==> src/rtl/result_uart_tx.sv <==
// rtl/result_uart_tx.sv - 8N1 UART transmitter for a DATA_W-bit result, MSB byte first; optional XOR trailer byte under RESULT_TX_CHECKSUM_EN
`timescale 1ns/1ps

module result_uart_tx #(
  parameter int DATA_W       = 256,
  parameter int CLKS_PER_BIT = 868
) (
  input  logic              clock,
  input  logic              reset,
  input  logic              in_valid,
  input  logic [DATA_W-1:0] Q,
  output logic              in_ready,
  output logic              Tx,
  output logic              busy,
  output logic              done
);

  localparam int NBYTES = DATA_W / 8;
  localparam int TW     = (CLKS_PER_BIT > 2) ? $clog2(CLKS_PER_BIT) : 1;
`ifdef RESULT_TX_CHECKSUM_EN
  // The checksum travels as one extra byte after the data bytes.
  localparam int LAST_BYTE = NBYTES;
`else
  localparam int LAST_BYTE = NBYTES - 1;
`endif
  localparam int BW = $clog2(NBYTES + 2);

  localparam logic [TW-1:0] T_LAST = TW'(CLKS_PER_BIT - 1);
  localparam logic [BW-1:0] B_LAST = BW'(LAST_BYTE);

  typedef enum logic [1:0] {
    S_IDLE  = 2'd0,
    S_START = 2'd1,
    S_DATA  = 2'd2,
    S_STOP  = 2'd3
  } state_t;

  state_t            state_q,    state_d;
  logic              armed_q,    armed_d;
  logic              in_ready_q, in_ready_d;
  logic              tx_q,       tx_d;
  logic              busy_q,     busy_d;
  logic              done_q,     done_d;
  logic [DATA_W-1:0] shreg_q,    shreg_d;
  logic [7:0]        cur_byte_q, cur_byte_d;
  logic [BW-1:0]     byte_idx_q, byte_idx_d;
  logic [2:0]        bit_idx_q,  bit_idx_d;
  logic [TW-1:0]     timer_q,    timer_d;
`ifdef RESULT_TX_CHECKSUM_EN
  logic [7:0]        csum_q,     csum_d;
`endif

  logic bit_end;

  // Next-state and next-output computation for the whole transmitter.
  always_comb begin
    state_d    = state_q;
    armed_d    = armed_q;
    tx_d       = tx_q;
    busy_d     = busy_q;
    done_d     = 1'b0;
    shreg_d    = shreg_q;
    cur_byte_d = cur_byte_q;
    byte_idx_d = byte_idx_q;
    bit_idx_d  = bit_idx_q;
    timer_d    = timer_q;
`ifdef RESULT_TX_CHECKSUM_EN
    csum_d     = csum_q;
`endif
    bit_end    = (timer_q == T_LAST);

    case (state_q)
      S_IDLE: begin
        timer_d = '0;
        tx_d    = 1'b1;
        if (in_valid && in_ready_q) begin
          // Byte 0 goes straight to the byte register; the rest wait in shreg.
          cur_byte_d = Q[DATA_W-1 -: 8];
          shreg_d    = Q << 8;
          byte_idx_d = '0;
          bit_idx_d  = '0;
          armed_d    = 1'b0;
          busy_d     = 1'b1;
          tx_d       = 1'b0;
          state_d    = S_START;
`ifdef RESULT_TX_CHECKSUM_EN
          csum_d     = Q[DATA_W-1 -: 8];
`endif
        end else if (!in_valid) begin
          // A level-held valid must drop before another result is taken.
          armed_d = 1'b1;
        end
      end

      S_START: begin
        if (bit_end) begin
          timer_d    = '0;
          bit_idx_d  = '0;
          tx_d       = cur_byte_q[0];
          cur_byte_d = {1'b0, cur_byte_q[7:1]};
          state_d    = S_DATA;
        end else begin
          timer_d = timer_q + TW'(1);
        end
      end

      S_DATA: begin
        if (bit_end) begin
          timer_d = '0;
          if (bit_idx_q == 3'd7) begin
            tx_d    = 1'b1;
            state_d = S_STOP;
          end else begin
            bit_idx_d  = bit_idx_q + 3'd1;
            tx_d       = cur_byte_q[0];
            cur_byte_d = {1'b0, cur_byte_q[7:1]};
          end
        end else begin
          timer_d = timer_q + TW'(1);
        end
      end

      S_STOP: begin
        if (bit_end) begin
          timer_d = '0;
          if (byte_idx_q < B_LAST) begin
            byte_idx_d = byte_idx_q + BW'(1);
            tx_d       = 1'b0;
            state_d    = S_START;
`ifdef RESULT_TX_CHECKSUM_EN
            if (byte_idx_q == BW'(NBYTES - 1)) begin
              cur_byte_d = csum_q;
            end else begin
              cur_byte_d = shreg_q[DATA_W-1 -: 8];
              shreg_d    = shreg_q << 8;
              csum_d     = csum_q ^ shreg_q[DATA_W-1 -: 8];
            end
`else
            cur_byte_d = shreg_q[DATA_W-1 -: 8];
            shreg_d    = shreg_q << 8;
`endif
          end else begin
            tx_d    = 1'b1;
            busy_d  = 1'b0;
            done_d  = 1'b1;
            state_d = S_IDLE;
          end
        end else begin
          timer_d = timer_q + TW'(1);
        end
      end

      default: begin
        tx_d    = 1'b1;
        busy_d  = 1'b0;
        state_d = S_IDLE;
      end
    endcase

    // Registered so that it reads 0 while reset is held.
    in_ready_d = (state_d == S_IDLE) && armed_d;
  end

  // State registers; reset forces the line idle-high immediately.
  always_ff @(posedge clock or negedge reset) begin
    if (!reset) begin
      state_q    <= S_IDLE;
      armed_q    <= 1'b1;
      in_ready_q <= 1'b0;
      tx_q       <= 1'b1;
      busy_q     <= 1'b0;
      done_q     <= 1'b0;
      shreg_q    <= '0;
      cur_byte_q <= '0;
      byte_idx_q <= '0;
      bit_idx_q  <= '0;
      timer_q    <= '0;
`ifdef RESULT_TX_CHECKSUM_EN
      csum_q     <= '0;
`endif
    end else begin
      state_q    <= state_d;
      armed_q    <= armed_d;
      in_ready_q <= in_ready_d;
      tx_q       <= tx_d;
      busy_q     <= busy_d;
      done_q     <= done_d;
      shreg_q    <= shreg_d;
      cur_byte_q <= cur_byte_d;
      byte_idx_q <= byte_idx_d;
      bit_idx_q  <= bit_idx_d;
      timer_q    <= timer_d;
`ifdef RESULT_TX_CHECKSUM_EN
      csum_q     <= csum_d;
`endif
    end
  end

  assign in_ready = in_ready_q;
  assign Tx       = tx_q;
  assign busy     = busy_q;
  assign done     = done_q;

endmodule

==> config.mk <==
export PLATFORM = sky130hd
export DESIGN_NAME = result_uart_tx
export DESIGN_NICKNAME = d
export VERILOG_FILES = /design/src/rtl/result_uart_tx.sv
export SDC_FILE = /design/constraint.sdc
export NUM_CORES = 1
export LEC_CHECK = 0
export BUFFER_PORTS_ARGS = -buffer_cell sky130_fd_sc_hd__buf_2
export CORE_UTILIZATION = 50
export CTS_CLUSTER_SIZE = 8
export DETAILED_ROUTE_END_ITERATION = 16
export PLACE_DENSITY = 0.74
export SYNTH_ARGS = -nofsm -noshare
export SYNTH_HDL_FRONTEND = slang
export SYNTH_SLANG_ARGS = --single-unit
==> constraint.sdc <==
create_clock -name clock -period 3.2 [get_ports clock]
set_input_delay 0.48 -clock clock [delete_from_list [all_inputs] [get_ports clock]]
set_output_delay 0.48 -clock clock [all_outputs]
set_load 0.05 [all_outputs]
Word-level counts from Yosys, hierarchy flattened
Index checks and enable logic that the tools add are counted.
{"block": "word_totals", "register_bits": 290, "inputBits": 259, "out_inout_bits": 4, "elab_cells": 84}
{"block": "op_classes", "n_addsub": 3, "n_lt_le_gt_ge": 1, "n_eq_ne": 12, "muxes": 45, "reduce_logical": 12}
{"cell": "two-way mux 256 bit", "n": 3}
{"cell": "case mux 256 bit (2 select lines)", "n": 1}
{"cell": "two-way mux 8 bit", "n": 6}
{"cell": "case mux 8 bit (4 select lines)", "n": 1}
{"cell": "case mux 10 bit (2 select lines)", "n": 1}
{"cell": "two-way mux 6 bit", "n": 3}
{"cell": "two-way mux 1 bit", "n": 15}
{"cell": "inequality test 2 bit (second input constant)", "n": 7}
{"cell": "two-way mux 3 bit", "n": 4}
{"cell": "case mux 6 bit (2 select lines)", "n": 1}
{"cell": "adder 10 x 1 -> 10 bit (second input constant)", "n": 1}
{"cell": "equality test 10 bit (second input constant)", "n": 1}
{"cell": "two-way mux 10 bit", "n": 1}
{"cell": "two-way mux 2 bit", "n": 5}
{"cell": "case mux 3 bit (3 select lines)", "n": 1}
{"cell": "case mux 2 bit (4 select lines)", "n": 1}
{"cell": "AND reduction 4 bit", "n": 2}
{"cell": "adder 6 x 1 -> 6 bit (second input constant)", "n": 1}
{"cell": "< comparator 6 x 5 -> 1 bit (second input constant)", "n": 1}
{"cell": "AND reduction 6 bit", "n": 1}
{"cell": "AND reduction 5 bit", "n": 1}
{"cell": "equality test 2 bit (second input constant)", "n": 2}
{"cell": "zero test 2 bit", "n": 2}
{"cell": "case mux 1 bit (4 select lines)", "n": 1}
{"cell": "other kinds (9)", "n": 10}

Depth between registers and ports, before layout
Gate-level depths: netlist of the first run.
{"block": "logic_depth", "ltp_word": 6, "ltp_mapped": 11, "ltp_nobuf": 7}

Least setup slack after synthesis of the first run
OpenSTA, ideal clock, no wires.
{"block": "synth_timing", "path_kind": "register -> register", "startpoint": "register state_q[0]", "endpoint": "register byte_idx_q[3]", "setup_ps": 78, "arrival_ps": 2315, "slack_ps": 807, "path_stages_with_launch": 11, "period_less_slack_ps": 2393, "path_cell_list": "dfrtp_1 inv_1 ha_1 clkbuf_1 nand3_1 a221o_1 buf_6 buf_6 buf_6 or3_1 a21oi_1"}
{"block": "synth_between", "elab_chain_len": 3}
{"item": "from (decl)", "line": "38", "source": "state_t state_q, state_d;"}
{"item": "from (signal assigned)", "line": "182", "source": "state_q <= state_d;"}
{"item": "equality test 2 bit or zero test 2 bit (tied branches)", "line": "72", "source": "case (state_q)"}
{"item": "inequality test 2 bit (no source line) or nonzero test 2 bit (tied branches)"}
{"item": "AND reduction 4 bit (no source line)"}
{"item": "to (signal assigned)", "line": "190", "source": "byte_idx_q <= byte_idx_d;"}
{"item": "to (decl)", "line": "46", "source": "logic [BW-1:0] byte_idx_q, byte_idx_d;"}
Parallel ways exist; a longest one is shown, timed or not.
A chain may end at the register's enable or synchronous reset.

Final worst setup path of the first run
{"block": "layout_timing", "startpoint": "register state_q[0]", "endpoint": "register byte_idx_q[2]"}
Same word-level chain as after synthesis.

==> metrics.yaml, run 1 <==
status: "finished with violations"
violations: "hold timing"
layout_commonest_cell: "dfrtp_1"
finalHoldViolations: 9
final_cells: 1833
crit_path_end_kind: "flip-flop"
wl_per_cell_um: 16.49
yosys_warnings: 0
synth_compound_area_share_pct: 12.45
cp-start-kind: "flip-flop"
start_util_pct: 51.18
die-area_mm2: 0.02657
cp.required_ps: 3550
die_w_um: 163.0
min_period_ps: 2809
grt-ovfl-total: 0
r2r_start: "state_q[0]$_DFF_PN0_"
period_share_pct: 87.77
p_leak_nw: 7.092
dp.cells: 1771
numCtsBuffers: 41
fin_tns_setup_ps: 0
cts_hold_buf: 0
cts-htree-levels: 2
yosys.cell_types.count: 40
clkTransAtPathRegs_ps: 50
max_slew_margin_pct: 35.75
dpl.hpwl_um: 20440
ys_seq_area_share_pct: 54.46
cts_resized: 0
cts_buffer_depth: 3
wl_um: 30230
rows: 58
area_growth_pct: 22.35
antenna_found_initial: 11
grt_max_degree: 100
drive_gt1_share_pct: 23.09
post_cts_buffers: 0
power_density_mw_per_mm2: 809.0
synthSimpleGateAreaFrac_pct: 9.517
worstSetupStartpoint: "state_q[0]$_DFF_PN0_"
muxShareOfSynthArea_pct: 19.31
final_util_pct: 62.62
syn-cell-area_mm2: 0.01296
grtUsageTotal_pct: 23.09
skew_ps: 12.42
cts.sinks: 282
synth_seq_cells: 282
remaining_drc_errors: 0
core_mm2: 0.02533
synthesis.nets: 1514
slew_violations: 0
fill_cells: 2086
synth_top_family_by_area: "multiplexers"
rsz0062_at_grt: "false"
yosys.area_share.adder_pct: 0.8687
die_h_um: 163.0
dr.first_iter.drc_count: 677
gp_congestion: 0.8341
hp-class: "input port to asynchronous set/reset pin"
grt_first_pass_wirelength_um: 48600
cts_tree: "yes"
layout_common_cells: "dfrtp_1, nand2_1, buf_2"
setup_viol: 0
crit_arrival_ps: 3160
port-buffer-count: 262
worstMarginPinSlew_ps: 960.2
first_global_vias: 9790
syn_inst: 1246
hold_slack_ps: -24.96
clockRootBuffer: "clkbuf_16"
setup.worst_path.class: "flip-flop to flip-flop"
via_count: 9683
ios: 263
dr.pass1.iters: 5
path_max_fanout: 59
max_freq_mhz: 356.1
synth-xor-area-share_pct: 0.4054
syn_avg_cell_area_um2: 10.40
avgViaCountPerCell: 5.283
clk_latency_ps: 510
drv_cap: 0
final_net_count: 1752
vdd_drop_max_mv: 0.5628
detail-route-antenna-nets: 0
cells in the mapped netlist:
library cell | count | area share, %
dfrtp_1 | 280 | 54
nand2_1 | 263 | 7.6
o21ai_0 | 259 | 10
mux2i_1 | 240 | 19
clkbuf_1 | 85 | 2.5
a22o_1 | 13 | 0.88
nor2_1 | 13 | 0.38
ha_1 | 9 | 0.87
mux2_2 | 9 | 0.78
a21oi_1 | 8 | 0.31
inv_1 | 8 | 0.23
a22oi_1 | 7 | 0.41
nand3_1 | 7 | 0.27
nor3_1 | 4 | 0.15
xnor2_1 | 4 | 0.27
a41oi_1 | 3 | 0.20
and3_1 | 3 | 0.14
buf_6 | 3 | 0.26
or3_1 | 3 | 0.14
a221oi_1 | 2 | 0.14
dfstp_2 | 2 | 0.41
nand3b_1 | 2 | 0.12
xor2_1 | 2 | 0.14
a211o_1 | 1 | 0.068
a21boi_0 | 1 | 0.058
a221o_1 | 1 | 0.077
a31oi_1 | 1 | 0.048
and3b_1 | 1 | 0.068
and4bb_4 | 1 | 0.13
buf_1 | 1 | 0.029
nand2b_1 | 1 | 0.048
nand4_4 | 1 | 0.16
nand4bb_1 | 1 | 0.087
nor2b_1 | 1 | 0.048
nor3b_1 | 1 | 0.058
nor3b_2 | 1 | 0.097
o221ai_1 | 1 | 0.068
o31a_1 | 1 | 0.068
o31ai_1 | 1 | 0.058
o32a_1 | 1 | 0.077
kinds of logic (layout without fill, tap and decap cells):
logic type / count (synthesis) / count (layout)
other: 0 / 9
adders and majority gates: 9 / 9
and+or+nand+nor: 303 / 303
xor gates and xnor gates: 6 / 6
muxes: 249 / 249
DFF: 282 / 282
buffers and inverters: 97 / 345
AOI/OAI and AO/OA: 300 / 300
per-layer routing:
metal | vias up | part of all wire [%] | track usage [%]
met5 | - | 0.089 | 0
met4 | 4 | 2.6 | 9.346
met3 | 59 | 6.2 | 5.714
met2 | 258 | 49 | 37.79
met1 | 4545 | 42 | 29.36
li1 | 4817 | - | -
final timing paths:
kind / depth (start not counted) / endpoint / slack [ps]
min: 1 / shreg_q[237]$_DFFE_PN0P_ / -20
min in group clock: 2 / shreg_q[10]$_DFFE_PN0P_ / 180
max: 9 / byte_idx_q[2]$_DFFE_PN0P_ / 390
min reg2reg: 2 / shreg_q[129]$_DFFE_PN0P_ / 470
max in group asynchronous: 2 / shreg_q[65]$_DFFE_PN0P_ / 2400
max reg2reg: 9 / byte_idx_q[2]$_DFFE_PN0P_ / 390
area by class of cell:
cell class              instances  area (um^2)  share of cell area, %
well taps                     330        412.9                  2.604
multi-input cells             867         5540                  34.93
clock inverters                 2        38.79                 0.2446
flip-flops and latches        282         7059                  44.51
repair buffers                284         1649                  10.40
inverters                       8        30.03                 0.1893
clock buffers                  51         1106                  6.974
diodes                          9        22.52                 0.1420
flip-flops by register name, summed over array words and instances (netlist names):
name and cells:
state_q 2, shreg_q 248, done 1, in_ready 1, cur_byte_q 8, Tx 1, bit_idx_q 3, byte_idx_q 6
busy 1, timer_q 10, armed_q 1
critical path: stages (launching register included):
cell	delay (ps)
dfrtp_1	470
inv_1	130
ha_1	420
inv_1	240
nand2_1	110
a221o_4	550
buf_12	240
buf_4	190
o21ai_0	170
a21oi_1	90
per-stage QoR:
step / instance area [um^2] / setup WS (ps) / total power [W]
3_5_place_dp: 14690 / 416.5 / 0.008943
3_3_place_gp: 14690 / 528.4 / 0.008721
5_1_grt: 15860 / 213.0 / 0.01373
2_1_floorplan: 12960 / 807.1 / 0.007892
4_1_cts: 15840 / 404.3 / 0.01296
6_report: 15860 / 391.4 / 0.01283
power breakdown:
part	switching [W]	total (W)	internal (W)	leakage, nW
Clock	0.00147	0.00393	0.00246	0.558
Sequential	0.000939	0.00614	0.00521	3.50
Combinational	0.00157	0.00275	0.00118	3.03
Total	0.00398	0.0128	0.00885	7.09
Note: power is estimated with default switching activity, not from simulation.
==> inputs of run 2 (changes only) <==
--- a/config.mk
+++ b/config.mk
@@ -9,7 +9,7 @@
 export CORE_UTILIZATION = 50
 export CTS_CLUSTER_SIZE = 8
 export DETAILED_ROUTE_END_ITERATION = 16
-export PLACE_DENSITY = 0.74
+export PLACE_DENSITY = 0.77
 export SYNTH_ARGS = -nofsm -noshare
 export SYNTH_HDL_FRONTEND = slang
 export SYNTH_SLANG_ARGS = --single-unit
==> constraint.sdc (replaced) <==
create_clock -name clock -period 2.42 [get_ports clock]
set_input_delay 0.363 -clock clock [delete_from_list [all_inputs] [get_ports clock]]
set_output_delay 0.363 -clock clock [all_outputs]
set_load 0.05 [all_outputs]
==> run 2 against run 1 <==
  * The run now ends clean
  * Clock skew is 2.0 ps higher
  * Clock-buffer cell count unchanged
  * Combinational power increased by 33%
  * Via count up 0.68%
  * Setup slack worse by 200 ps
  * Register-to-register slack got worse by 200 ps
  * Clock power up 30%
  * Cell count decreased by 0.33%
  * Largest power group unchanged
  * Highest routed layer unchanged
==> metrics.yaml, run 2 (synthesis gave the netlist of run 1 again) <==
status: "completed"
final_util_pct: 62.53  # -0.084 points
dp_slack_ps: 69.20  # -347.3 ps
wl_per_cell_um: 16.72  # +1.4%
grt-ovfl-total: 0  # unchanged
period_share_pct: 92.02  # +4.3 points
die_w_um: 163.0  # unchanged
rows: 58  # unchanged
setup.worst_path.class: "flip-flop to flip-flop"
layout_common_cells: "dfrtp_1, nand2_1, buf_2"
fin_tns_setup_ps: 0  # unchanged
final_net_count: 1753  # +0.057%
area_growth_pct: 22.18
dr.pass1.iters: 5  # unchanged
power_density_mw_per_mm2: 1067  # +32%
drv_cap: 0  # unchanged
gp_congestion: 0.8777  # +5.2%
top_register: "shreg_q"
crit_path_end_kind: "flip-flop"
cts-htree-levels: 2  # unchanged
die_h_um: 163.0  # unchanged
grt_first_pass_wirelength_um: 48560  # about the same
first_global_vias: 9735  # -0.56%
detail-route-antenna-nets: 0  # unchanged
core_mm2: 0.02533  # unchanged
largest_reg_flops: 248  # unchanged
power.total_w: 0.01690  # +32%
worstMarginPinSlew_ps: 1111  # +150.7 ps
cp.required_ps: 2780  # -770 ps
setup_viol: 0  # unchanged
post_cts_buffers: 0  # unchanged
max_freq_mhz: 449.1  # +26%
reg_top3: "shreg_q: 248 flops, timer_q: 10 flops, cur_byte_q: 8 flops"
path_max_fanout: 122  # +110%
start_util_pct: 51.18  # unchanged
remaining_drc_errors: 0  # unchanged
dpl.hpwl_um: 20270  # -0.80%
crit_arrival_ps: 2590  # -570 ps
wl_um: 30550  # +1.1%
grt_max_degree: 181  # +81%
antenna_found_initial: 5  # -6
numCtsBuffers: 41  # unchanged
slew_violations: 0  # unchanged
fin_area_mm2: 0.01584  # -0.13%
via_count: 9749  # +0.68%
avgViaCountPerCell: 5.336  # +1.0%
clkTransAtPathRegs_ps: 50  # about the same
grtUsageTotal_pct: 22.84  # -0.25 points
cts.sinks: 282  # unchanged
cts_tree: "yes"
placed_cell_area_mm2: 0.01466  # -0.22%
finalHoldViolations: 0  # -9
hp-class: "input port to flip-flop"
dr.first_iter.drc_count: 706  # +4.3%
vdd_drop_max_mv: 0.5871  # +4.3%
clk_latency_ps: 510  # about the same
die-area_mm2: 0.02657  # unchanged
layout_commonest_cell: "dfrtp_1"
clockRootBuffer: "clkbuf_16"
min_period_ps: 2227  # -581.6 ps
port-buffer-count: 262  # unchanged
rsz0062_at_grt: "false"
cp-start-kind: "flip-flop"
worst_slack_ps: 193.1  # -198.4 ps
skew_ps: 14.39  # +1.975 ps
drive_gt1_share_pct: 23.21  # +0.12 points
cts_buffer_depth: 3  # unchanged
ios: 263  # unchanged
max_slew_margin_pct: 25.67  # -10 points
p_leak_nw: 7.084  # -0.11%
==> run 2: area by class of cell <==
type	count	area, um^2
fillers	2042	9489
flip-flops and latches	282	7061
inverters	8	30.03
well taps	330	412.9
clock buffers	51	1106
diodes	2	5.005
multi-input cells	867	5547
clock inverters	2	17.52
repair buffers	285	1659
==> run 2: final timing paths <==
kind / from / end / slack (ps) / cells after the start
max: timer_q[0]$_DFF_PN0_ / shreg_q[143]$_DFFE_PN0P_ / 190 / 7
min: Q[1] / shreg_q[9]$_DFFE_PN0P_ / 70 / 2
max reg2reg: timer_q[0]$_DFF_PN0_ / shreg_q[143]$_DFFE_PN0P_ / 190 / 7
min reg2reg: shreg_q[111]$_DFFE_PN0P_ / shreg_q[111]$_DFFE_PN0P_ / 470 / 2
max in group asynchronous: reset / shreg_q[109]$_DFFE_PN0P_ / 1220 / 3
min in group asynchronous: reset / cur_byte_q[5]$_DFFE_PN0P_ / 430 / 2
==> run 2: stage by stage <==
step	instances	hold WS (ps)
floorplan	1246	67.41
global placement	1770	391.6
detailed placement	1770	393.3
CTS	1824	44.58
global route	1827	56.21
finish	1827	65.28
==> run 2: power breakdown <==
part	leakage (nW)	internal [W]	switching (W)	total, W
clock	0.548	0.00315	0.00197	0.00512
combinational	3.03	0.00153	0.00212	0.00366
sequential	3.50	0.00689	0.00123	0.00812
==> run 2: worst max-delay path, stage by stage (launching register included) <==
cell     delay, ps
dfrtp_1        380
ha_1           220
nor3b_4        280
nand4_4        150
a221o_4        520
buf_12         250
nand2_1        140
o21ai_0         90
==> run 2: routing by layer <==
metal	GRT usage (%)	up-vias	wire length [um]
li1	-	4802	-
met1	30.91	4625	13440
met2	36.73	265	14690
met3	5.409	51	1797
met4	6.330	6	584
met5	0	-	41
==> run 2: repair_timing <==
item,in CTS,in global routing
setup endpoints to repair,0,124
hold endpoints to repair,63,0
resized for setup,0,4
hold buffers,1,0
==> inputs of run 3 (changes only) <==
--- a/config.mk
+++ b/config.mk
@@ -6,6 +6,7 @@
 export NUM_CORES = 1
 export LEC_CHECK = 0
 export BUFFER_PORTS_ARGS = -buffer_cell sky130_fd_sc_hd__buf_2
+export CORE_MARGIN = 2
 export CORE_UTILIZATION = 50
 export CTS_CLUSTER_SIZE = 8
 export DETAILED_ROUTE_END_ITERATION = 16
==> run 3 against run 2 <==
  * Cell count grew 0.27%
  * Largest power group unchanged
  * Combinational power grew 4%
  * Routed wire length grew 4.7%
  * Setup slack lost 100 ps
  * Highest routed layer unchanged
  * Utilization grew 0.13 points
  * Largest cell class unchanged
==> metrics.yaml, run 3 (synthesis gave the netlist of run 1 again) <==
status: "completed"
power_density_mw_per_mm2: 1069  # +0.25%
worst_slack_ps: 92.86  # -100.2 ps
max_slew_margin_pct: 54.61  # +29 points
grtUsageTotal_pct: 23.08  # +0.24 points
rsz0062_at_grt: "true"
top_register: "shreg_q"
clockRootBuffer: "clkbuf_16"
die-area_mm2: 0.02723  # +2.5%
grtUsageMet2_pct: 39.00  # +2.3 points
start_util_pct: 51.18  # unchanged
antenna_found_initial: 8  # +3
busiest_layer: "met2"
remaining_drc_errors: 0  # unchanged
period_share_pct: 96.16  # +4.1 points
cts_tree: "yes"
critPathSlowestCell: "a221o_4"
slew_violations: 0  # unchanged
grt-ovfl-total: 0  # unchanged
dr.pass1.iters: 4  # -1
die_h_um: 165.0  # +1.2%
final_net_count: 1755  # +0.11%
first_global_vias: 10170  # +4.4%
worstSetupStartpoint: "timer_q[0]$_DFF_PN0_"
met3_usage_pct: 5.450  # +0.041 points
cp.required_ps: 2810  # +30 ps
crit_arrival_ps: 2720  # +130 ps
hp-class: "input port to flip-flop"
via_count: 9945  # +2.0%
grt_max_degree: 180  # -0.55%
dpl.hpwl_um: 20620  # +1.7%
clkTransAtPathRegs_ps: 50  # about the same
vdd_drop_max_mv: 0.6580  # +12%
area_growth_pct: 22.44
met1_usage_pct: 29.33  # -1.6 points
layout_commonest_cell: "dfrtp_1"
largest_reg_flops: 248  # unchanged
drv_cap: 0  # unchanged
setup.worst_path.class: "flip-flop to flip-flop"
ios: 263  # unchanged
path_cells: "ha_1 -> nor3b_4 -> nand4_4 -> a221o_4 -> buf_4 -> buf_12 -> a22o_1"
gp_congestion: 0.8326  # -5.1%
finalHoldViolations: 0  # unchanged
die_w_um: 165.0  # +1.2%
max_freq_mhz: 429.7  # -4.3%
clk_latency_ps: 510  # about the same
max_stage_delay_ps: 500  # -20 ps
dp_slack_ps: 38.24  # -30.96 ps
port-buffer-count: 262  # unchanged
setup_viol: 0  # unchanged
cts.sinks: 282  # unchanged
dr.first_iter.drc_count: 673  # -4.7%
grt_first_pass_wirelength_um: 50190  # +3.4%
numCtsBuffers: 41  # unchanged
crit_path_end_kind: "flip-flop"
worstMarginPinSlew_ps: 680.9  # -430.0 ps
r2r_start: "timer_q[0]$_DFF_PN0_"
crit_end: "shreg_q[14]$_DFFE_PN0P_"
reg_top3: "shreg_q: 248 flops, timer_q: 10 flops, cur_byte_q: 8 flops"
core_mm2: 0.02533  # unchanged
min_period_ps: 2327  # +100.2 ps
detail-route-antenna-nets: 0  # unchanged
avgViaCountPerCell: 5.428  # +1.7%
layout_common_cells: "dfrtp_1, nand2_1, buf_2"
wl_per_cell_um: 17.45  # +4.4%
path_max_fanout: 70  # -43%
p_leak_nw: 7.097  # +0.18%
ff2ff_setup_slack_ps: 90  # -100 ps
skew_ps: 13.98  # -0.4120 ps
rows: 58  # unchanged
final_util_pct: 62.67  # +0.13 points
rr_worst_depth: 7  # unchanged
cts-htree-levels: 2  # unchanged
cp-start-kind: "flip-flop"
r2r-end: "shreg_q[14]$_DFFE_PN0P_"
cts_buffer_depth: 3  # unchanged
power.total_w: 0.01697  # +0.46%
hold_slack_ps: 71.81  # +6.530 ps
wl_um: 31970  # +4.7%
drive_gt1_share_pct: 23.34  # +0.13 points
-- run 3: changes by cell type in the layout (fill, tap and decap cells not counted), sizes merged --
cell,before,now
bufbuf,0,1
diode,2,7
bufinv,0,1
clkbuf,52,49
clkinv,1,0
inv,9,10
a221o,1,2
-- run 3: where the power goes --
group	internal, W	switching, W	total [W]
Combinational	0.00158	0.00220	0.00379
Clock	0.00312	0.00193	0.00505
Sequential	0.00689	0.00125	0.00814
-- run 3: per-layer routing --
metal	vias to the layer above	wire [um]	part of all wire, %
met4	6	801	2.5
met1	4778	13620	43
met3	69	1900	5.9
met5	-	35	0.11
li1	4816	-	-
met2	276	15620	49
-- run 3: layout make-up --
cell class,count,area (um^2)
diodes,7,17.52
clock buffers,48,1052
clock inverters,3,47.55
fillers,2074,9455
inverters,8,30.03
multi-input cells,868,5565
flip-flops and latches,282,7059
well taps,330,412.9
repair buffers,286,1687
-- run 3: through the flow --
step	setup TNS, ps	std cells	area [um^2]
CTS	-73.42	1820	15770
detailed placement	0	1767	14620
finish	0	1832	15870
global placement	0	1767	14620
floorplan	0	1246	12960
global route	-17.81	1830	15870
-- run 3: worst min-delay path by stage --
stage | startpoint | to | slack, ps | cells after the start
3_3_place_gp | reset | cur_byte_q[4]$_DFFE_PN0P_ | 290 | 1
3_5_place_dp | reset | cur_byte_q[5]$_DFFE_PN0P_ | 290 | 1
5_1_grt | Q[3] | shreg_q[11]$_DFFE_PN0P_ | 70 | 2
2_1_floorplan | reset | bit_idx_q[0]$_DFFE_PN0P_ | 70 | 0
4_1_cts | Q[3] | shreg_q[11]$_DFFE_PN0P_ | 60 | 2
6_report | Q[3] | shreg_q[11]$_DFFE_PN0P_ | 70 | 2
-- run 3: repair_timing --
item                                   in CTS  in global routing
pin swaps                                   0                  2
endpoints found under the hold margin      39                  0
gates cloned                                1                  2
resized for setup                           1                 12
setup endpoints to repair                   3                219
buffers inserted                            0                  3
hold buffers                                1                  0
-- run 3: critical path: cells and delay by family, from the launching register on --
family / cells / cell delay [ps]
compound gates: 2 / 760
fa+ha+maj: 1 / 210
buf+inv: 2 / 350
flops: 1 / 390
simple gates: 2 / 470
